### config.mk
export PLATFORM = sky130hd
export DESIGN_NAME = rvv_alu_seq
export DESIGN_NICKNAME = d
export VERILOG_FILES = /design/src/rtl/rvv_pkg.sv /design/src/rtl/rvv_alu_seq.sv
export SDC_FILE = /design/constraint.sdc
export NUM_CORES = 1
export LEC_CHECK = 0
export CELL_PAD_IN_SITES_DETAIL_PLACEMENT = 1
export CELL_PAD_IN_SITES_GLOBAL_PLACEMENT = 1
export CORE_AREA = 10 10 342 344
export CTS_BUF_LIST = sky130_fd_sc_hd__clkbuf_4
export DETAILED_ROUTE_END_ITERATION = 8
export DIE_AREA = 0 0 352 354
export HOLD_SLACK_MARGIN = 0.05
export PLACE_DENSITY_LB_ADDON = 0.1
export SLEW_MARGIN = 20
export SYNTH_ARGS = -nofsm -noshare
export SYNTH_HDL_FRONTEND = slang
export SYNTH_SLANG_ARGS = --single-unit
### constraint.sdc
create_clock -name clk -period 5.5 [get_ports clk]
set_clock_uncertainty 0.05 [all_clocks]
set_input_delay 0.55 -clock clk [delete_from_list [all_inputs] [get_ports clk]]
set_output_delay 0.55 -clock clk [all_outputs]
set_load 0.03 [all_outputs]
### src/rtl/rvv_pkg.sv
// rvv_pkg: vector-unit encodings shared by the issue logic,
// the lane sequencer and the ALU.
package rvv_pkg;

   localparam logic [2:0] OPT_VV = 3'b001;
   localparam logic [2:0] OPT_VX = 3'b010;
   localparam logic [2:0] OPT_VI = 3'b100;

   localparam logic [5:0] F6_VADD = 6'b000000;
   localparam logic [5:0] F6_VSUB = 6'b000010;
   localparam logic [5:0] F6_VAND = 6'b001001;
   localparam logic [5:0] F6_VOR  = 6'b001010;
   localparam logic [5:0] F6_VXOR = 6'b001011;

   // SEW in bits for a legal vsew encoding
   function automatic logic [6:0] sew_bits(input logic [1:0] vsew);
      return 7'd8 << vsew;
   endfunction

endpackage

### src/rtl/rvv_alu_seq.sv
// rvv_alu_seq: steps one rvv_alu lane over a latched vector op and
// gathers the lane results into a VLEN-bit destination register.
module rvv_alu_seq
   import rvv_pkg::*;
#(
   parameter int unsigned VLEN       = 128,
   parameter int unsigned LANE_WIDTH = 3
) (
   input  logic            clk,
   input  logic            resetn,
   input  logic            start,
   input  logic [5:0]      opcode_in,
   input  logic [2:0]      op_type_in,
   input  logic [2:0]      vsew_in,
   input  logic [9:0]      vl_in,
   input  logic [VLEN-1:0] vs1_in,
   input  logic [VLEN-1:0] vs2_in,
   input  logic [VLEN-1:0] vd_old,
   output logic            busy,
   output logic            done,
   output logic            err,
   output logic [VLEN-1:0] vd_out,
   output logic            alu_run,
   output logic [5:0]      alu_opcode,
   output logic [2:0]      alu_op_type,
   output logic [2:0]      alu_vsew,
   output logic [VLEN-1:0] alu_vs1,
   output logic [VLEN-1:0] alu_vs2,
   output logic [9:0]      alu_index,
   output logic [3:0]      alu_in_reg_offset,
   output logic [1:0]      alu_nb_lanes,
   input  logic [63:0]     alu_vd
);

   localparam int unsigned LW = 1 << LANE_WIDTH;
   localparam logic [VLEN-1:0] LANE_ONES = (VLEN'(1) << LW) - VLEN'(1);

   localparam logic [1:0] S_IDLE = 2'd0;
   localparam logic [1:0] S_RUN  = 2'd1;
   localparam logic [1:0] S_DONE = 2'd2;

   logic [1:0]      r_state;
   logic [5:0]      r_opcode;
   logic [2:0]      r_op_type;
   logic [2:0]      r_vsew;
   logic [VLEN-1:0] r_vs1;
   logic [VLEN-1:0] r_vs2;
   logic [VLEN-1:0] r_vd;
   logic [9:0]      r_index;
   logic [3:0]      r_off;
   logic [10:0]     r_total;
   logic            r_err;

   logic [2:0]      w_sh;
   logic [10:0]     w_vlmax;
   logic [10:0]     w_vleff;
   logic [10:0]     w_total;
   logic [6:0]      w_sew;
   logic [6:0]      w_ratio;
   logic [3:0]      w_off_max;
   logic            w_wide;
   logic [10:0]     w_next;
   logic [VLEN-1:0] w_mask;
   logic [VLEN-1:0] w_data;

   // op setup: clamp vl to VLMAX and size the active bit range
   assign w_sh    = {1'b0, vsew_in[1:0]} + 3'd3;
   assign w_vlmax = 11'(VLEN) >> w_sh;
   assign w_vleff = ({1'b0, vl_in} < w_vlmax) ? {1'b0, vl_in} : w_vlmax;
   assign w_total = w_vleff << w_sh;

   // elements wider than the lane take several chunks; the ALU carries on r_off
   assign w_sew     = sew_bits(r_vsew[1:0]);
   assign w_ratio   = w_sew >> LANE_WIDTH;
   assign w_off_max = 4'(w_ratio - 7'd1);
   assign w_wide    = w_sew > 7'(LW);
   assign w_next    = {1'b0, r_index} + 11'(LW);

   assign w_mask = (LANE_ONES << r_index) & ~({VLEN{1'b1}} << r_total);
   assign w_data = VLEN'(alu_vd[LW-1:0]) << r_index;

   if (LW < 64) begin : g_hi
      logic w_unused_hi;
      assign w_unused_hi = ^alu_vd[63:LW];
   end

   always_ff @(posedge clk) begin
      if (!resetn) begin
         r_state   <= S_IDLE;
         r_opcode  <= '0;
         r_op_type <= '0;
         r_vsew    <= '0;
         r_vs1     <= '0;
         r_vs2     <= '0;
         r_vd      <= '0;
         r_index   <= '0;
         r_off     <= '0;
         r_total   <= '0;
         r_err     <= 1'b0;
      end else begin
         unique case (r_state)
            S_IDLE: begin
               if (start) begin
                  r_opcode  <= opcode_in;
                  r_op_type <= op_type_in;
                  r_vsew    <= vsew_in;
                  r_vs1     <= vs1_in;
                  r_vs2     <= vs2_in;
                  r_vd      <= vd_old;
                  r_index   <= '0;
                  r_off     <= '0;
                  r_total   <= w_total;
                  r_err     <= vsew_in[2];
                  r_state   <= (vsew_in[2] || vl_in == '0) ? S_DONE : S_RUN;
               end
            end
            S_RUN: begin
               r_vd    <= (r_vd & ~w_mask) | (w_data & w_mask);
               r_index <= r_index + 10'(LW);
               if (!w_wide || r_off == w_off_max)
                  r_off <= '0;
               else
                  r_off <= r_off + 4'd1;
               if (w_next >= r_total)
                  r_state <= S_DONE;
            end
            S_DONE:  r_state <= S_IDLE;
            default: r_state <= S_IDLE;
         endcase
      end
   end

   assign busy              = r_state != S_IDLE;
   assign done              = r_state == S_DONE;
   assign alu_run           = r_state == S_RUN;
   assign err               = r_err;
   assign vd_out            = r_vd;
   assign alu_opcode        = r_opcode;
   assign alu_op_type       = r_op_type;
   assign alu_vsew          = r_vsew;
   assign alu_vs1           = r_vs1;
   assign alu_vs2           = r_vs2;
   assign alu_index         = r_index;
   assign alu_in_reg_offset = r_off;
   assign alu_nb_lanes      = 2'b00;

endmodule

==> impl_results.md <==
- Fin crit period: 3.852 ns
- Sequential fraction of the synthesis area: 0.4356
- TritonCTS Buffers: 145
- Wire length on met1: 51490 um
- Core area: 0.1101 sq mm
- Yosys warns: 0
- Post-CTS Repair Setup Buffers: 0
- P_leak: 0.01243 uW
- Max-Cap Viols: 0
- Worst hold slack: 0.1994 ns
- Required @ worst endpoint: 4.90 ns
- Initial DRC Count: 1370
- RR Endpoint: vd_out[108]$_SDFFE_PN0P_
- Via density: 4.626
- GPL Wtd Cong: 0.8727
- DRC: 0
- Later-pin clock latency in the skew report: 1.05 ns
- Final Power: 9524 uW
- Worst Hold Class: primary input to flip-flop
- Yosys top cell area share: 0.4356
- Critical path peak fanout: 40
- Post-synthesis mux area share: 0.01666
- Fill cell count: 13030
- Met3 routed wirelength: 10060 um
- RSZ-0062 raised after global routing: no
- Final instance area: 0.03406 sq mm
- Hold EP: vd_out[4]$_SDFFE_PN0P_
- Status: finished clean
- Met2 wire length: 68860 um
- Post-route clock period utilization: 0.7003
- Largest family of logic cells by synthesized area: simple AND/OR/NAND/NOR gates
- Final Hold Vio Count: 0
- Synth top cells by count: nand2_1, dfxtp_1, a21oi_1, clkbuf_1, o21ai_0
- Clk slew on worst S/H paths: 0.06 ns
- # clock sinks: 420
- Mapped cell area: 0.01930 sq mm
- Max clock buf depth: 3
- Post-synthesis xor/xnor area fraction: 0.002269
- Layout cells sized above 1: 0.08189
- Setup CP Type: flip-flop to output pin
- Number of synthesized flops with an enable pin: 0
- Avg Inst Size Synth: 7.498 sq um
- Worst vdd ir: 0.0001455 V
- Wirelength, routed: 135300 um
- Yosys top cell by area: dfxtp_1
- Synth Area in Simple Gates: 0.2469
- Actual slew at the worst max-slew pin: 1.090 ns
- Hold Startpoint: vd_old[4]
- 1st-pass router iterations: 5
- Area grow syn2layout: 76.46%
- Slew Limit Fails: 0
- CP Launch Type: flip-flop
- Vias in the first global route: 26700
- CTS Root Cell: clkbuf_4
- Largest cells by area after synthesis: dfxtp_1, nand2_1, a21oi_1
- Min-Delay Path Depth: 3
- #FFs+latches synth: 420
- PD cells: 279.6 mW/mm^2
- Slew HR: 0.2734
- First-pass GRT wire length: 193100 um
- Initial Utilization: 0.1754
- WL/cell: 25.48 um
- Ys async rst share: 0
- Area after detailed placement: 0.02898 sq mm
- Synth Area in Compound Gates: 0.2360
- Grt ovf: 0
- Flop2flop setup slack: 1.95 ns
- Hpwl dp: 100900 um
- CTS tree: yes
- Die width: 352 um
- Synth cell types: 87
- H-tree levels: 4
- Fmax: 0.2596 GHz
- Top_reg_cell synth: dfxtp_1
- Worst Setup End Kind: output pin
- Die height: 354 um
- Mapped Cells: 2574
- Initial antenna violation count: 17
- Antenna viol nets, final: 0
- Largest net degree at the start of global routing: 196
- R2R Path Start: r_total[6]$_SDFFE_PN0P_
- Crit path DAT: 3.25 ns
- DIE AREA: 0.1246 sq mm
- Top-level I/O count: 889
- Post-Synth Adder-Cell Area: 0.01167
- Top Metal Used: met5
- Final #Nets: 4197
- Worst Reg-to-Reg Cells: 6
- Top-count cell post-synth: nand2_1
- Rows: 122
- I/O Buffers: 827
- Setup-failing EPs final: 0
- Total negative slack: 0 ns
- Via count: 24560
- GRT Util Overall: 0.2081
-- stage by stage --
| step | setup slack [ns] | instances | utilization |
|---|---|---|---|
| 6_report | 1.648 | 5310 | 0.3095 |
| 5_1_grt | 1.421 | 5307 | 0.3094 |
| 4_1_cts | 1.450 | 5298 | 0.3091 |
| 3_5_place_dp | 1.371 | 4721 | 0.2633 |
| 3_3_place_gp | 1.419 | 4721 | 0.2633 |
| 2_1_floorplan | 2.302 | 2578 | - |
-- flip-flops by register name, summed over array words and instances (netlist names) --
name / count
alu_op_type: 3
r_state: 2
alu_vs1: 128
vd_out: 128
alu_opcode: 6
alu_in_reg_offset: 4
r_total: 11
alu_vs2: 128
alu_index: 7
alu_vsew: 3
-- cell families after synthesis --
| logic type | after synthesis |
|---|---|
| compound gates | 775 |
| fa+ha+maj | 18 |
| xor+xnor | 5 |
| simple gates | 1085 |
| buf+inv | 239 |
| mux | 31 |
| flops | 420 |
| other cells | 1 |
-- cell usage in the layout, fill, tap and decap left out, types with 18 or more instances in the layout --
| master | n |
|---|---|
| a211oi_1 | 47 |
| a21oi_1 | 399 |
| and2_1 | 19 |
| buf_4 | 31 |
| clkbuf_4 | 210 |
| clkdlybuf4s50_1 | 826 |
| clkinv_1 | 30 |
| dfxtp_1 | 420 |
| dlygate4sd3_1 | 326 |
| ha_1 | 18 |
| inv_1 | 25 |
| mux2i_1 | 22 |
| nand2_1 | 663 |
| nand3_1 | 61 |
| nor2_1 | 136 |
| nor3_1 | 75 |
| o21ai_0 | 158 |
| or3_1 | 18 |
-- how the worst max path moves through the flow --
stage                                    from                       to  cells past startpoint
floorplan           alu_index[6]$_SDFFE_PN0P_  r_state[1]$_SDFFE_PN0P_                     13
global placement                   vsew_in[0]  r_total[3]$_SDFFE_PN0P_                     11
detailed placement                 vsew_in[0]  r_total[9]$_SDFFE_PN0P_                     10
CTS                   r_state[0]$_SDFFE_PN0P_                  alu_run                      4
global route          r_state[0]$_SDFFE_PN0P_                  alu_run                      4
finish                r_state[0]$_SDFFE_PN0P_                  alu_run                      4
-- timing repair --
item,4_1_cts,5_1_grt
hold buffers,326,0
endpoints found under the hold margin,334,0
resized for setup,0,0
-- metal layers --
layer / up-vias / GRT usage
li1: 11330 / -
met1: 12050 / 0.2263
met2: 945 / 0.3727
met3: 240 / 0.06439
met4: 2 / 0.08392
met5: - / 0
-- critical path: stages (launching register included) --
cell and delay, ns:
dfxtp_1 0.41, nand2b_4 0.15, inv_2 0.29, buf_4 0.54, clkdlybuf4s50_1 0.79
-- power by group --
group          switching [uW]  total (uW)  internal [uW]  leakage (uW)
Clock                    1670        3420           1750       0.00106
Combinational            1590        2670           1080       0.00792
Sequential                154        3430           3280       0.00345
Total                    3410        9520           6120        0.0124
-- layout make-up --
class,instances,area (sq um),share of cell area
Multi-Input combinational cell,1919,9965,0.2926
Clock inverter,41,207.7,0.006098
Timing Repair Buffer,1190,11890,0.3491
Inverter,30,120.1,0.003527
Clock buffer,210,1577,0.04629
Tap cell,1488,1862,0.05467
Antenna cell,12,30.03,0.0008817
Sequential cell,420,8408,0.2469
Power figures use the tool's default switching activity.
